===== config.mk =====
export PLATFORM = sky130hd
export DESIGN_NAME = nubus_slave_responder
export DESIGN_NICKNAME = d
export VERILOG_FILES = /design/src/rtl/nubus_pkg.sv /design/src/rtl/nubus_xfer_decode.sv /design/src/rtl/nubus_slave_responder.sv
export SDC_FILE = /design/constraint.sdc
export NUM_CORES = 1
export LEC_CHECK = 0
export CELL_PAD_IN_SITES_DETAIL_PLACEMENT = 1
export CELL_PAD_IN_SITES_GLOBAL_PLACEMENT = 1
export CORE_MARGIN = 2
export CORE_UTILIZATION = 37
export DETAILED_ROUTE_END_ITERATION = 8
export GPL_TIMING_DRIVEN = 0
export PLACE_DENSITY = 0.93
export SYNTH_ARGS = -nofsm -noshare
export SYNTH_HDL_FRONTEND = slang
export SYNTH_SLANG_ARGS = --single-unit

===== constraint.sdc =====
create_clock -name nubus_clk -period 5 [get_ports nubus_clk]
set_input_delay 1 -clock nubus_clk [delete_from_list [all_inputs] [get_ports nubus_clk]]
set_output_delay 1 -clock nubus_clk [all_outputs]
set_load 0.02 [all_outputs]

===== src/rtl/nubus_pkg.sv =====
// Shared constants and types for the NuBus slave responder.
package nubus_pkg;

  localparam logic [1:0] STATUS_COMPLETE = 2'b00;
  localparam logic [1:0] STATUS_ERROR    = 2'b01;
  localparam logic [1:0] STATUS_TRYAGAIN = 2'b11;

  localparam logic [3:0] SLOT_PREFIX = 4'hF;

  typedef logic [1:0] state_t;
  localparam state_t StIdle  = 2'd0;
  localparam state_t StWdata = 2'd1;
  localparam state_t StReq   = 2'd2;
  localparam state_t StAck   = 2'd3;

  typedef enum logic [2:0] {
    XferWord,
    XferHalfLo,
    XferHalfHi,
    XferByte,
    XferReserved
  } xfer_t;

endpackage


===== src/rtl/nubus_xfer_decode.sv =====
// Maps NuBus transfer mode and low address bits to direction, byte enables and
// the reserved-encoding flag.
module nubus_xfer_decode
  import nubus_pkg::*;
(
  input  logic       tm1,
  input  logic       tm0,
  input  logic [1:0] lane,
  output logic       is_read,
  output logic [3:0] be,
  output logic       reserved
);

  xfer_t xfer;

  always_comb begin
    xfer = XferReserved;
    if (tm0) begin
      xfer = XferByte;
    end else begin
      unique case (lane)
        2'b00:   xfer = XferWord;
        2'b10:   xfer = XferHalfLo;
        2'b11:   xfer = XferHalfHi;
        default: xfer = XferReserved;
      endcase
    end
  end

  always_comb begin
    is_read  = tm1;
    reserved = 1'b0;
    be       = 4'h0;
    unique case (xfer)
      XferWord:   be = 4'hF;
      XferHalfLo: be = 4'h3;
      XferHalfHi: be = 4'hC;
      XferByte:   be = 4'b0001 << lane;
      default:    reserved = 1'b1;
    endcase
  end

endmodule


===== src/rtl/nubus_slave_responder.sv =====
// Slave-side NuBus cycle engine: decodes slot/superslot accesses, issues one local
// request per transaction and drives the ACK/status/read-data response.
module nubus_slave_responder
  import nubus_pkg::*;
#(
  parameter int unsigned TIMEOUT_CYCLES   = 192,
  parameter bit          ENABLE_SUPERSLOT = 1'b1,
  parameter int unsigned LOC_ADDR_W       = 24
) (
  input  logic                  nubus_clk,
  input  logic                  nubus_reset_n,
  input  logic [3:0]            id_n,
  input  logic                  start_n,
  input  logic                  ack_n,
  input  logic                  tm1_n,
  input  logic                  tm0_n,
  input  logic [31:0]           ad_n,
  output logic                  ack_o_n,
  output logic                  tm1_o_n,
  output logic                  tm0_o_n,
  output logic                  tmoen,
  output logic [31:0]           ad_o_n,
  output logic                  ad_oe_n,
  output logic                  loc_valid,
  output logic                  loc_we,
  output logic [LOC_ADDR_W-1:0] loc_addr,
  output logic [31:0]           loc_wdata,
  output logic [3:0]            loc_be,
  input  logic                  loc_ready,
  input  logic [31:0]           loc_rdata,
  input  logic                  loc_err,
  output logic                  loc_abort
);

  localparam int unsigned CntW = $clog2(TIMEOUT_CYCLES + 1);
  localparam logic [CntW-1:0] CntMax = CntW'(TIMEOUT_CYCLES - 1);

  logic [31:0] addr;
  logic [3:0]  id;
  logic        slot_match, super_match, match;
  logic        dec_is_read, dec_reserved;
  logic [3:0]  dec_be;

  assign addr        = ~ad_n;
  assign id          = ~id_n;
  assign slot_match  = (addr[31:24] == {SLOT_PREFIX, id});
  assign super_match = ENABLE_SUPERSLOT && (addr[31:28] == id);
  assign match       = slot_match | super_match;

  nubus_xfer_decode u_decode (
    .tm1      (~tm1_n),
    .tm0      (~tm0_n),
    .lane     (addr[1:0]),
    .is_read  (dec_is_read),
    .be       (dec_be),
    .reserved (dec_reserved)
  );

  state_t                state_q, state_d;
  logic                  is_read_q, is_read_d;
  logic [3:0]            be_q, be_d;
  logic [LOC_ADDR_W-1:0] addr_q, addr_d;
  logic [31:0]           wdata_q, wdata_d;
  logic [31:0]           rdata_q, rdata_d;
  logic [1:0]            status_q, status_d;
  logic [CntW-1:0]       cnt_q, cnt_d;
  logic                  abort_q, abort_d;

  always_comb begin
    state_d   = state_q;
    is_read_d = is_read_q;
    be_d      = be_q;
    addr_d    = addr_q;
    wdata_d   = wdata_q;
    rdata_d   = rdata_q;
    status_d  = status_q;
    cnt_d     = cnt_q;
    abort_d   = 1'b0;
    unique case (state_q)
      StIdle: begin
        // START with ACK also low is an attention cycle, not a transaction.
        if (!start_n && ack_n && match) begin
          addr_d    = addr[LOC_ADDR_W+1:2];
          be_d      = dec_be;
          is_read_d = dec_is_read;
          status_d  = STATUS_COMPLETE;
          cnt_d     = '0;
          if (dec_reserved) begin
            is_read_d = 1'b0;
            status_d  = STATUS_ERROR;
            state_d   = StAck;
          end else if (dec_is_read) begin
            state_d = StReq;
          end else begin
            state_d = StWdata;
          end
        end
      end
      StWdata: begin
        wdata_d = addr;
        cnt_d   = '0;
        state_d = StReq;
      end
      StReq: begin
        if (loc_ready) begin
          rdata_d  = loc_rdata;
          status_d = loc_err ? STATUS_ERROR : STATUS_COMPLETE;
          state_d  = StAck;
        end else if (cnt_q == CntMax) begin
          status_d = STATUS_TRYAGAIN;
          abort_d  = 1'b1;
          state_d  = StAck;
        end else begin
          cnt_d = cnt_q + 1'b1;
        end
      end
      StAck:   state_d = StIdle;
      default: state_d = StIdle;
    endcase
  end

  always_ff @(posedge nubus_clk or negedge nubus_reset_n) begin
    if (!nubus_reset_n) begin
      state_q   <= StIdle;
      is_read_q <= 1'b0;
      be_q      <= '0;
      addr_q    <= '0;
      wdata_q   <= '0;
      rdata_q   <= '0;
      status_q  <= STATUS_COMPLETE;
      cnt_q     <= '0;
      abort_q   <= 1'b0;
    end else begin
      state_q   <= state_d;
      is_read_q <= is_read_d;
      be_q      <= be_d;
      addr_q    <= addr_d;
      wdata_q   <= wdata_d;
      rdata_q   <= rdata_d;
      status_q  <= status_d;
      cnt_q     <= cnt_d;
      abort_q   <= abort_d;
    end
  end

  logic in_ack, rd_ok;

  always_comb begin
    in_ack    = (state_q == StAck);
    rd_ok     = in_ack && is_read_q && (status_q == STATUS_COMPLETE);
    ack_o_n   = ~in_ack;
    tmoen     = ~in_ack;
    {tm1_o_n, tm0_o_n} = in_ack ? ~status_q : 2'b11;
    ad_oe_n   = ~rd_ok;
    ad_o_n    = rd_ok ? ~rdata_q : '1;
    loc_valid = (state_q == StReq);
    loc_we    = loc_valid && !is_read_q;
    loc_addr  = addr_q;
    loc_wdata = wdata_q;
    loc_be    = be_q;
    loc_abort = abort_q;
  end

endmodule


==> flow_metrics.py <==
metrics = {
    "synthesis": {
        "synthMuxAreaShare": 0.163,
        "synth_cell_types": 48,
        "seq_area_frac_synth": 0.550,
        "synth_ff_type": "dfrtp_1",
        "ys_ff_latch": 106,
        "synthCells": 430,
        "synth.most_common_cell": "dfrtp_1",
        "synth_top_cell_area_share": 0.550,
        "synthXorXnorAreaFrac": 0.0163,
        "ys_top_cells_by_count": "dfrtp_1 (106), nand2_1 (47), o21ai_0 (47)",
        "syn_nets": 512,
        "synth_fa_ha_area_frac": 0.0156,
        "synth_area_leaders": "dfrtp_1 (55%), mux2_2 (7.7%), mux2i_1 (7.1%)",
        "ys_warn_count": 0,
        "syn_area_per_cell_um2": 11.2,
        "synth-async-reset-ratio": 1.00,
        "synth_top_cell_by_area": "dfrtp_1",
        "synth_area_mm2": 0.00482,
        "synth_top_family_by_area": "multiplexers",
        "synth-compound-area-share": 0.102,
        "synth_simple_gate_area_share": 0.0962,
        "synth_edf_count": 0,
    },
    "detailed_routing": {
        "drtIter0Drc": 134,
        "met2_length_um": 7980,
        "drt_wl_total_um": 14700,
        "top_layer_used": "met4",
        "drc": 0,
        "vias": 3979,
        "wire_per_inst_um": 18.6,
        "drt-met1-wl_um": 5590,
        "dr_wl_met3_um": 903,
        "antenna_left": 0,
        "first_pass_iters": 4,
        "viasPerCell": 5.03,
    },
    "floorplan": {
        "fp.coreArea_mm2": 0.0127,
        "fp.dieH_um": 118,
        "initial_core_util": 0.381,
        "num_rows": 41,
        "num_io_pins": 176,
        "die_area_mm2": 0.0140,
        "die_w_um": 118,
    },
    "critical_path": {
        "r2r_slack_ns": 2.41,
        "endpoint": "ad_o_n[3]",
        "crit_family": "buffers and inverters",
        "cp_slowest_cell": "nor3_1",
        "critPathKind": "register to primary output",
        "required_ns": 4.00,
        "worst_ep_arrival_time_ns": 2.79,
        "reg2regPathDepth": 9,
        "path_cells": "ha_1 > nand2_1 > nor3_1 > clkbuf_1 > nand2_1 > clkdlybuf4s50_1",
        "r2r-start": "state_q[1]",
        "endpoint_kind": "primary output",
        "worstSetupStartpoint": "state_q[0]",
        "crit_fanout": 10,
        "worstSetupPathDepth": 6,
        "r2r_end": "cnt_q[3]",
        "cp.buffers_inverters": 2,
        "critPathLaunchType": "register",
        "cpMostUsedCell": "nand2_1",
        "slowest_delay_ns": 0.59,
    },
    "placement": {
        "pre_cts_ws_ns": 1.56,
        "gp_congestion": 0.795,
        "numPortBuffers": 174,
        "dp.cells": 777,
        "hpwlAfterDp_um": 11300,
    },
    "timing": {
        "worstMarginPinSlew_ns": 0.775,
        "worst_slack_ns": 1.21,
        "holdWs_ns": 0.507,
        "hold_violations": 0,
        "period_minus_slack_ns": 3.79,
        "relSlewSlack": 0.483,
        "fmax_mhz": 264,
        "timing.final.crit_share": 0.758,
        "drv_slew": 0,
        "rsz0062_at_grt": "false",
        "fin_skew_ns": 0.00694,
        "setup_viol": 0,
    },
    "clock_network": {
        "cts_buffers": 9,
        "clock_sinks": 106,
        "holdBufCountCts": 0,
        "htreeDepth": 3,
        "cts_resized": 0,
        "clk-insertion-delay-late_ns": 0.35,
        "cts_tree": "built",
        "clkTransAtPathRegs_ns": 0.07,
        "cts-root-buf": "clkbuf_16",
        "cts_setup_buffers": 0,
        "clockBufferDepth": 2,
    },
    "cells_and_area": {
        "fillCellCount": 1380,
        "drive_above_1_share": 0.111,
        "diodes": 0,
        "fin_util": 0.558,
        "finalNetCount": 698,
        "area_growth_pct": 46.5,
        "stdcell_count": 791,
    },
    "global_route": {
        "grt_pass1_wl_um": 24100,
        "grt_pass1_vias": 4470,
        "overflow": 0,
        "grt_max_degree": 73,
        "antenna_found_initial": 0,
        "grt_use_total": 0.220,
    },
    "power": {
        "vdd_drop_max_mv": 0.304,
        "power.leakage_nw": 3.06,
        "power.density_mw_per_mm2": 542,
    },
    "flow_run": {
        "drv_cap": 0,
    },
    "min_path": {
        "hp-class": "register to register",
    },
    "outcome": {
        "outcome": "complete, no violations",
    },
}
-- worst reg2reg max path, delay by kind of cell, from the launching register on --
family / cells / cell delay [ns]
compound gates: 2 / 0.45
fa+ha+maj: 1 / 0.16
buf+inv: 4 / 0.85
flops: 1 / 0.41
simple gates: 2 / 0.61
-- flip-flops by register name, summed over array words and instances (netlist names) --
| register | flops |
|---|---|
| loc_wdata | 32 |
| rdata_q | 32 |
| loc_addr | 24 |
| cnt_q | 8 |
| loc_be | 4 |
| state_q | 2 |
| status_q | 2 |
| is_read_q | 1 |
| loc_abort | 1 |
-- through the flow --
step / setup TNS, ns / area (um^2) / power [mW]
floorplan: 0 / 4820 / 2.39
global placement: -106.58 / 6780 / 3.08
detailed placement: 0 / 6810 / 3.20
CTS: 0 / 7070 / 3.88
global route: 0 / 7070 / 4.06
finish: 0 / 7070 / 3.83
-- placed cells by master, fill, tap and decap left out, types with 11 or more instances in the layout --
cell and instances:
o21ai_1 11, mux2i_1 34, inv_1 38, o21ai_0 47, mux2_2 33, nand3_1 13
dfrtp_1 106, clkdlybuf4s50_1 173, clkbuf_1 15, nand2_1 47
-- kinds of logic (layout without fill, tap and decap cells) --
kind of cell,after synthesis,after routing
simple gates,92,92
flops,106,106
mux,72,72
fa+ha+maj,6,6
compound gates,81,81
buf+inv,64,253
xor+xnor,9,9
-- power by group --
| part | total, mW | internal [mW] | switching, mW |
|---|---|---|---|
| sequential | 1.41 | 1.21 | 0.205 |
| clock | 0.654 | 0.348 | 0.306 |
| combinational | 1.76 | 0.852 | 0.909 |
-- worst min path at each step --
stage / startpoint / to / slack, ns / depth (start not counted)
6_report: rdata_q[3] / rdata_q[3] / 0.51 / 1
4_1_cts: rdata_q[7] / rdata_q[7] / 0.51 / 1
3_5_place_dp: rdata_q[7] / rdata_q[7] / 0.50 / 1
2_1_floorplan: rdata_q[16] / rdata_q[16] / 0.48 / 1
5_1_grt: rdata_q[15] / rdata_q[15] / 0.53 / 1
3_3_place_gp: rdata_q[27] / rdata_q[27] / 0.49 / 1
-- area by class of cell --
class	count	area (um^2)	share of cell area
clock inverter	2	13.8	0.00195
buffer	25	129	0.0182
inverter	39	146	0.0207
multi-input combinational	260	1900	0.268
tap	172	215	0.0305
sequential	106	2650	0.375
clock buffer	12	246	0.0349
timing repair buffer	175	1770	0.250
-- layer usage --
layer  track usage  up-vias
met3        0.0589       19
met2         0.409      118
met1         0.238     2007
met5             0        -
li1              -     1835
met4        0.0768        0
No activity file was read; power rests on OpenSTA's default activity.
